<file path="src/rtl/dlx_pkg.sv">
// -----------------------------------------------------------------------------
// dlx_pkg
// Shared types and constants for the pipeline hazard controller.
//   hz_state_t : memory-wait FSM states (RUN, MEM_WAIT)
//   fwd_sel_t  : operand source select for EX (REGFILE, MEM, WB)
//   REG_ZERO   : architectural zero register; never a hazard source
//   reg_match  : true when two register ids match and are not r0
// -----------------------------------------------------------------------------
package dlx_pkg;

    localparam int REG_W = 5;

    localparam logic [REG_W-1:0] REG_ZERO = 5'd0;

    typedef enum logic [0:0] {
        RUN      = 1'b0,
        MEM_WAIT = 1'b1
    } hz_state_t;

    typedef enum logic [1:0] {
        REGFILE = 2'b00,
        MEM     = 2'b01,
        WB      = 2'b10
    } fwd_sel_t;

    // r0 is hard-wired to zero, so a "match" on it is never a real dependency.
    function automatic logic reg_match(input logic [REG_W-1:0] a,
                                       input logic [REG_W-1:0] b);
        return (a == b) && (a != REG_ZERO);
    endfunction

endpackage

</file>
<file path="src/rtl/fwd_unit.sv">
// -----------------------------------------------------------------------------
// fwd_unit
// Forwarding select for one EX source operand. The youngest producer (MEM)
// wins over the older one (WB); r0 never forwards.
//   rs            : source register of the EX instruction
//   rd_mem        : destination register in MEM, reg_write_mem its write flag
//   rd_wb         : destination register in WB,  reg_write_wb  its write flag
//   sel           : 00 regfile, 01 MEM ALU result, 10 WB result
// -----------------------------------------------------------------------------
module fwd_unit
    import dlx_pkg::*;
(
    input  logic [4:0] rs,
    input  logic [4:0] rd_mem,
    input  logic       reg_write_mem,
    input  logic [4:0] rd_wb,
    input  logic       reg_write_wb,
    output logic [1:0] sel
);

    always_comb begin
        sel = REGFILE;
        if (reg_write_mem && reg_match(rd_mem, rs)) begin
            sel = MEM;
        end else if (reg_write_wb && reg_match(rd_wb, rs)) begin
            sel = WB;
        end
    end

endmodule

</file>
<file path="src/rtl/hazard_ctrl.sv">
// -----------------------------------------------------------------------------
// hazard_ctrl
// Pipeline hazard controller: memory-wait stalls with timeout detection,
// load-use interlock, jump flushes and EX operand forwarding.
//   clk, reset                : clock and synchronous active-high reset
//   Rs1_ID/Rs2_ID, rs*_used_ID: ID-stage sources and their use flags
//   Rd_EX, d_load_enable_EX   : EX destination and EX-is-load flag
//   Rs1_EX/Rs2_EX             : EX sources for forwarding
//   Rd_MEM/Rd_WB, reg_write_* : later-stage writers
//   pc_cmd_EX, Pc_cmd_id      : jump taken in EX / in ID
//   d_req_MEM, d_ready        : data memory request in MEM / completion
//   stall_IF..stall_MEM       : hold stage registers
//   flush_IF, flush_ID        : nullify IF / ID instruction
//   bubble_EX                 : inject NOP into EX
//   fwd_S1_EX, fwd_S2_EX      : operand source selects
//   mem_error                 : sticky memory timeout flag
//   stall_cnt                 : saturating count of cycles with stall_IF=1
// All control outputs are combinational; only the FSM state, the wait
// counter, mem_error and stall_cnt are registered.
// -----------------------------------------------------------------------------
module hazard_ctrl
    import dlx_pkg::*;
#(
    parameter int MEM_TIMEOUT = 16,
    parameter int CNT_W       = 16
) (
    input  logic             clk,
    input  logic             reset,
    input  logic [4:0]       Rs1_ID,
    input  logic [4:0]       Rs2_ID,
    input  logic             rs1_used_ID,
    input  logic             rs2_used_ID,
    input  logic [4:0]       Rd_EX,
    input  logic             d_load_enable_EX,
    input  logic [4:0]       Rs1_EX,
    input  logic [4:0]       Rs2_EX,
    input  logic [4:0]       Rd_MEM,
    input  logic [4:0]       Rd_WB,
    input  logic             reg_write_MEM,
    input  logic             reg_write_WB,
    input  logic             pc_cmd_EX,
    input  logic             Pc_cmd_id,
    input  logic             d_req_MEM,
    input  logic             d_ready,
    output logic             stall_IF,
    output logic             stall_ID,
    output logic             stall_EX,
    output logic             stall_MEM,
    output logic             flush_IF,
    output logic             flush_ID,
    output logic             bubble_EX,
    output logic [1:0]       fwd_S1_EX,
    output logic [1:0]       fwd_S2_EX,
    output logic             mem_error,
    output logic [CNT_W-1:0] stall_cnt
);

    localparam int WAIT_W = $clog2(MEM_TIMEOUT + 1);

    localparam logic [WAIT_W-1:0] WAIT_LIMIT = WAIT_W'(MEM_TIMEOUT);
    localparam logic [WAIT_W-1:0] WAIT_LAST  = WAIT_W'(MEM_TIMEOUT - 1);

    hz_state_t         state_reg;
    logic [WAIT_W-1:0] wait_cnt_reg;
    logic              mem_error_reg;
    logic [CNT_W-1:0]  stall_cnt_reg;

    logic mem_stall;
    logic jump_ex;
    logic load_use;
    logic jump_id;

    // ------------------------------------------------------------------
    // Hazard detection, in priority order:
    //   memory stall > EX jump > load-use > ID jump
    // ------------------------------------------------------------------
    always_comb begin
        mem_stall = 1'b0;
        if (!reset) begin
            case (state_reg)
                RUN:      mem_stall = d_req_MEM && !d_ready;
                // Once waiting, only d_ready releases the pipeline; the
                // request line is not re-examined.
                MEM_WAIT: mem_stall = !d_ready;
                default:  mem_stall = 1'b0;
            endcase
        end
    end

    logic rs1_dep;
    logic rs2_dep;

    always_comb begin
        rs1_dep  = rs1_used_ID && reg_match(Rd_EX, Rs1_ID);
        rs2_dep  = rs2_used_ID && reg_match(Rd_EX, Rs2_ID);

        jump_ex  = !reset && !mem_stall && pc_cmd_EX;
        // A taken EX jump kills the dependent ID instruction anyway, so
        // there is nothing to interlock on.
        load_use = !reset && !mem_stall && !pc_cmd_EX &&
                   d_load_enable_EX && (rs1_dep || rs2_dep);
        jump_id  = !reset && !mem_stall && !pc_cmd_EX && !load_use &&
                   Pc_cmd_id;
    end

    // ------------------------------------------------------------------
    // Stage control outputs
    // ------------------------------------------------------------------
    logic [3:0] stall_vec;

    // Front two stages also hold for load-use; back two only for memory.
    generate
        for (genvar gi = 0; gi < 4; gi++) begin : g_stall
            if (gi < 2) begin : g_front
                assign stall_vec[gi] = mem_stall || load_use;
            end else begin : g_back
                assign stall_vec[gi] = mem_stall;
            end
        end
    endgenerate

    assign stall_IF  = stall_vec[0];
    assign stall_ID  = stall_vec[1];
    assign stall_EX  = stall_vec[2];
    assign stall_MEM = stall_vec[3];

    assign flush_IF  = jump_ex || jump_id;
    assign flush_ID  = jump_ex;
    assign bubble_EX = jump_ex || load_use;

    // ------------------------------------------------------------------
    // Forwarding: one fwd_unit per EX source operand
    // ------------------------------------------------------------------
    logic [4:0] fwd_src [2];
    logic [1:0] fwd_raw [2];

    assign fwd_src[0] = Rs1_EX;
    assign fwd_src[1] = Rs2_EX;

    generate
        for (genvar gi = 0; gi < 2; gi++) begin : g_fwd
            fwd_unit u_fwd (
                .rs            (fwd_src[gi]),
                .rd_mem        (Rd_MEM),
                .reg_write_mem (reg_write_MEM),
                .rd_wb         (Rd_WB),
                .reg_write_wb  (reg_write_WB),
                .sel           (fwd_raw[gi])
            );
        end
    endgenerate

    assign fwd_S1_EX = reset ? 2'b00 : fwd_raw[0];
    assign fwd_S2_EX = reset ? 2'b00 : fwd_raw[1];

    // ------------------------------------------------------------------
    // FSM, wait counter, timeout flag and stall statistics
    // ------------------------------------------------------------------
    always_ff @(posedge clk) begin
        if (reset) begin
            state_reg     <= RUN;
            wait_cnt_reg  <= '0;
            mem_error_reg <= 1'b0;
            stall_cnt_reg <= '0;
        end else begin
            case (state_reg)
                RUN: begin
                    if (d_req_MEM && !d_ready) begin
                        state_reg <= MEM_WAIT;
                    end
                end
                MEM_WAIT: begin
                    if (d_ready) begin
                        state_reg <= RUN;
                    end
                end
                default: state_reg <= RUN;
            endcase

            // The wait length includes the cycle in which the request was
            // first refused; the counter parks at the limit so it cannot
            // wrap during a very long wait.
            if (mem_stall) begin
                if (wait_cnt_reg != WAIT_LIMIT) begin
                    wait_cnt_reg <= wait_cnt_reg + WAIT_W'(1);
                end
                if (wait_cnt_reg >= WAIT_LAST) begin
                    mem_error_reg <= 1'b1;
                end
            end else begin
                wait_cnt_reg <= '0;
            end

            if (stall_IF && (stall_cnt_reg != {CNT_W{1'b1}})) begin
                stall_cnt_reg <= stall_cnt_reg + CNT_W'(1);
            end
        end
    end

    assign mem_error = mem_error_reg;
    assign stall_cnt = stall_cnt_reg;

endmodule

</file>
<file path="config.mk">
export PLATFORM = sky130hd
export DESIGN_NAME = hazard_ctrl
export DESIGN_NICKNAME = d
export VERILOG_FILES = /design/src/rtl/dlx_pkg.sv /design/src/rtl/fwd_unit.sv /design/src/rtl/hazard_ctrl.sv
export SDC_FILE = /design/constraint.sdc
export NUM_CORES = 1
export LEC_CHECK = 0
export BUFFER_PORTS_ARGS = -buffer_cell sky130_fd_sc_hd__buf_2
export CORE_MARGIN = 4
export CORE_UTILIZATION = 42
export CTS_CLUSTER_DIAMETER = 30
export CTS_CLUSTER_SIZE = 30
export DETAILED_ROUTE_END_ITERATION = 7
export PLACE_DENSITY_LB_ADDON = 0.25
export REMOVE_ABC_BUFFERS = 1
export SLEW_MARGIN = 10
export SYNTH_ARGS = -nofsm -noshare
export SYNTH_HDL_FRONTEND = slang
export SYNTH_HIERARCHICAL = 1
export SYNTH_SLANG_ARGS = --single-unit
</file>
<file path="constraint.sdc">
create_clock -name clk -period 5.7 [get_ports clk]
set_input_delay 0.57 -clock clk [delete_from_list [all_inputs] [get_ports clk]]
set_output_delay 0.57 -clock clk [all_outputs]
set_load 0.01 [all_outputs]
</file>
==> metrics.yaml, run 1 <==
outcome: "finished, final reports clean"
dp_cells: 315
cts_tree: "done"
drtPass1Iterations: 4
wl_mm: 3.87
die_h_um: 70.7
fin_setup_tns_ns: 0
track_usage_pct: 15.0
first_global_vias: 1482
cts_sinks: 23
drtAntennaViolNets: 0
nets: 322
hold_buffers: 0
cts.repair.resized: 0
finClkSkew_ns: 0.00237
drt_iter0_markers: 45
grt_setup_unrepaired: "false"
yosys_register_bits: 23
placed_area_sq_um: 2010
grt_max_degree: 30
required_ns: 5.85
drv_cap: 0
period_minus_slack_ns: 2.70
final_cell_mix: "buf_2 (73), dfxtp_1 (23), xnor2_1 (22), a21oi_1 (16), nand2_1 (15)"
ys_seq_area_share_pct: 27.9
p_per_area_nw_per_um2: 160
crit_path_max_fanout: 29
netlist_instances: 203
grt_overflow_total: 0
root_buffer: "clkbuf_8"
p_leak_nw: 0.891
crit_path_start_kind: "register"
final_cells: 319
max_clock_freq_mhz: 370
cts_buffers: 3
syn-mean-instance-area_sq_um: 8.13
grt_antenna_before_repair: 0
via_count: 1629
mostFrequentLayoutCell: "buf_2"
start_util_pct: 44.4
period_share_pct: 47.4
route.detailed.drc: 0
cts_setup_buffers: 0
die-area_sq_um: 5000
placementRows: 22
worstMarginPinSlew_ns: 1.07
gp_congestion: 0.788
crit_path_end_kind: "register"
peakVddDrop_mv: 0.0891
numPortBuffers: 73
crit_arrival_ns: 2.86
hold_viol: 0
syn_to_final_growth_pct: 24.6
clkTransAtPathRegs_ns: 0.08
setup_viol: 0
cts-htree-levels: 1
drive_gt1_share_pct: 32.1
min-delay-path-class: "reg -> reg"
cts.path.max_buffers: 2
die_w_um: 70.7
largest_reg_flops: 16
synth_top_flop_cell: "dfxtp_1"
final_util_pct: 55.3
insertion_delay_ns: 0.26
synth_edf_count: 0
stdcell_area_sq_um: 2060
post-dp-hpwl_mm: 3.12
synth_area_sq_um: 1650
max_slew_margin_pct: 28.5
slew_violations: 0
ioPinCount: 74
wl_per_cell_um: 12.1
synth_cell_types: 41
synthArstFlopShare_pct: 0
avgViaCountPerCell: 5.11
core_area_sq_um: 3720
yosys_warnings: 6
grt_pass1_wl_mm: 6.35
path_class: "reg -> reg"
antenna_cells: 0
[metrics by stage]
step	power, mW	hold WS (ns)	setup slack, ns
after floorplan	0.201	0.509	3.30
after global placement	0.234	0.473	2.88
after detailed placement	0.235	0.480	2.78
after CTS	0.334	0.499	2.99
after global routing	0.348	0.518	2.75
final	0.329	0.491	3.00
[logic make-up (layout without fill, tap and decap cells)]
kind of cell	count (synthesis)	after routing	synth area share, %
flip-flops	23	23	27.9
multiplexers	3	3	1.90
XOR/XNOR	30	30	15.9
adder cells (fa/ha/maj)	4	4	3.03
AO/OA/AOI/OAI	39	39	16.2
AND/OR/NAND/NOR	86	86	29.0
buffers and inverters	18	86	5.99
[critical path, cell delays in order (launching register included)]
cell     delay (ns)
dfxtp_1        0.40
ha_1           0.30
and4_4         0.26
nand4_2        0.12
and3_1         0.21
a22oi_2        0.81
nor4_1         0.14
mux2_1         0.35
[cell usage after synthesis (3+ instances only)]
cell,n,area share [%]
dfxtp_1,23,28
xnor2_1,22,12
a21oi_1,16,4.9
nand2_1,15,3.4
nand3_1,12,3.6
nor2_1,10,2.3
or3_1,10,3.8
inv_1,8,1.8
xor2_1,8,4.2
nor3_1,7,2.1
nor2b_1,6,2.3
o21ai_1,6,1.8
and3_1,5,1.9
buf_4,4,1.8
ha_1,4,3.0
nand4_1,4,1.5
nand2b_1,3,1.1
nor4_1,3,1.1
o21ai_0,3,0.91
[power breakdown]
group          total (mW)  internal [mW]  leakage (nW)  switching (mW)
clock              0.0981         0.0498        0.0228          0.0484
sequential          0.163          0.162         0.186         0.00139
combinational      0.0672         0.0324         0.683          0.0348
total               0.329          0.244         0.891          0.0845
[routing by layer]
metal	vias up	track usage, %	part of all wire, %	wire length [um]
met3	4	3.98	9.1	351
met4	0	3.97	1.2	48
li1	862	-	-	-
met1	705	19.4	44	1720
met5	-	0	0	0
met2	58	24.7	45	1750
[final timing paths]
check               start            end  slack [ns]  cells past startpoint
min             mem_error      mem_error        0.49                      1
min reg2reg     mem_error      mem_error        0.49                      1
max reg2reg  stall_cnt[0]  stall_cnt[13]        3.00                      7
max          stall_cnt[0]  stall_cnt[13]        3.00                      7
[area by class of cell]
class | count | area, sq um
Inverter | 9 | 33.8
Clock buffer | 4 | 45.0
Tap cell | 48 | 60.1
Sequential cell | 23 | 460
Multi-Input combinational cell | 162 | 1090
Fill cell | 380 | 1660
Timing Repair Buffer | 73 | 365
No activity file was read; power rests on OpenSTA's default activity.
==> run 2: changes to the inputs <==
- clock period: 5.7 -> 2.65 ns (I/O delays scaled with it)
==> metrics.yaml, run 2 (synthesis results as in run 1) <==
fin_setup_tns_ns: 0
cts_buffers: 3
nets: 326
worstPathCellList: "ha_1 -> and4_4 -> nand4_2 -> and3_1 -> a22oi_2 -> buf_4 -> or3_1 -> a21oi_1"
grt_max_degree: 20
min-delay-path-class: "in -> reg"
r2r-end: "stall_cnt[8]"
reg2regPathDepth: 8
avgViaCountPerCell: 5.15
cp_num_buf_inv: 1
drt_iter0_markers: 60
reg2reg_slack_ns: 0.44
intPower_mw: 0.527
cts_sinks: 23
worstMarginPinSlew_ns: 0.523
crit_path_end_kind: "register"
core_area_sq_um: 3720
final_cell_mix: "buf_2 (73), dfxtp_1 (23), xnor2_1 (22), a21oi_1 (16), nand2_1 (15)"
hold_viol: 0
drv_cap: 0
wl_per_cell_um: 12.2
min_to: "stall_cnt[5]"
max_slew_margin_pct: 64.9
stdcell_area_sq_um: 2090
r2r_start: "stall_cnt[0]"
period_share_pct: 83.5
grt_pass1_wl_mm: 6.87
ff_latch_area_sq_um: 460
drtPass1Iterations: 4
setup_viol: 0
min_path_cells: 4
final_util_pct: 56.2
hold_start: "reset"
placementRows: 22
period_minus_slack_ns: 2.21
start_util_pct: 44.4
crit_path_max_fanout: 12
gp_congestion: 0.791
die_w_um: 70.7
combPwrFrac_pct: 20.7
outcome: "finished, final reports clean"
cts.path.max_buffers: 2
cts.repair.resized: 0
slowest_delay_ns: 0.40
drive_gt1_share_pct: 33.5
root_buffer: "clkbuf_8"
grt_overflow_total: 0
netSwitchingFraction_pct: 26.6
placed_area_sq_um: 2040
multi_input_area_sq_um: 1090
power_frac_clock_pct: 30.2
hold_buffers: 0
die_h_um: 70.7
crit_family: "simple AND/OR/NAND/NOR gates"
crit_path_start_kind: "register"
clkTransAtPathRegs_ns: 0.09
required_ns: 2.80
syn_to_final_growth_pct: 26.5
nFillCells: 388
grt_antenna_before_repair: 0
wl_mm: 3.95
cts-htree-levels: 1
finClkSkew_ns: 0.00900
die-area_sq_um: 5000
p_per_area_nw_per_um2: 344
ioPinCount: 74
crit_slowest_cell: "dfxtp_1"
peakVddDrop_mv: 0.223
slew_violations: 0
numPortBuffers: 73
p_seq_share_pct: 49.0
cts_tree: "done"
largest_reg_flops: 16
first_global_vias: 1605
antenna_cells: 0
drtAntennaViolNets: 0
mostFrequentLayoutCell: "buf_2"
insertion_delay_ns: 0.26
post-dp-hpwl_mm: 3.24
via_count: 1664
max_clock_freq_mhz: 452
cts_setup_buffers: 0
switchingPower_mw: 0.190
cp.depth: 8
crit_arrival_ns: 2.36
track_usage_pct: 16.0
route.detailed.drc: 0
path_class: "reg -> reg"
grt_setup_unrepaired: "false"
p_leak_nw: 0.912
[run 2: cell types whose count changed in the layout (fill, tap and decap cells not counted), sizes merged]
cell	previous run	this run
clkbuf	4	3
buf	73	77
clkinv	0	1
[run 2: routing by layer]
metal  up-vias  wire [um]  GRT usage [%]
met5         -          0              0
li1        873          -              -
met2        56       1780           26.7
met1       733       1800           20.6
met4         0         29           4.18
met3         2        331           3.98
[run 2: stage by stage]
stage	power [mW]	cells	worst slack [ns]	hold WS, ns
5_1_grt	0.753	323	0.246	0.434
3_3_place_gp	0.508	319	0.564	0.459
2_1_floorplan	0.433	194	0.247	0.334
6_report	0.717	323	0.438	0.387
3_5_place_dp	0.510	319	0.462	0.468
4_1_cts	0.730	323	0.446	0.385
[run 2: worst max path at each step]
stage / startpoint / endpoint / slack [ns]
floorplan: stall_cnt[0] / stall_cnt[13] / 0.25
global placement: stall_cnt[0] / stall_cnt[13] / 0.56
detailed placement: stall_cnt[0] / stall_cnt[9] / 0.46
CTS: stall_cnt[0] / stall_cnt[8] / 0.45
global route: stall_cnt[0] / stall_cnt[4] / 0.25
finish: stall_cnt[0] / stall_cnt[8] / 0.44
[run 2: power by group through the flow]
stage / registers (mW) / clock network [mW] / logic [mW]
finish: 0.352 / 0.217 / 0.149
global route: 0.352 / 0.234 / 0.166
CTS: 0.352 / 0.227 / 0.151
detailed placement: 0.360 / 0 / 0.150
global placement: 0.359 / 0 / 0.148
floorplan: 0.360 / 0 / 0.0727
[run 2: cell type report]
class	count	share of cell area [%]
repair buffers	77	18.9
well taps	48	2.88
clock inverters	1	0.240
clock buffers	3	1.98
multi-input cells	162	52.3
flip-flops and latches	23	22.1
inverters	9	1.62
[run 2: worst min-delay path, cell delays in order]
cell      delay (ns)
buf_2           0.09
inv_1           0.09
o311ai_1        0.10
o41ai_1         0.06
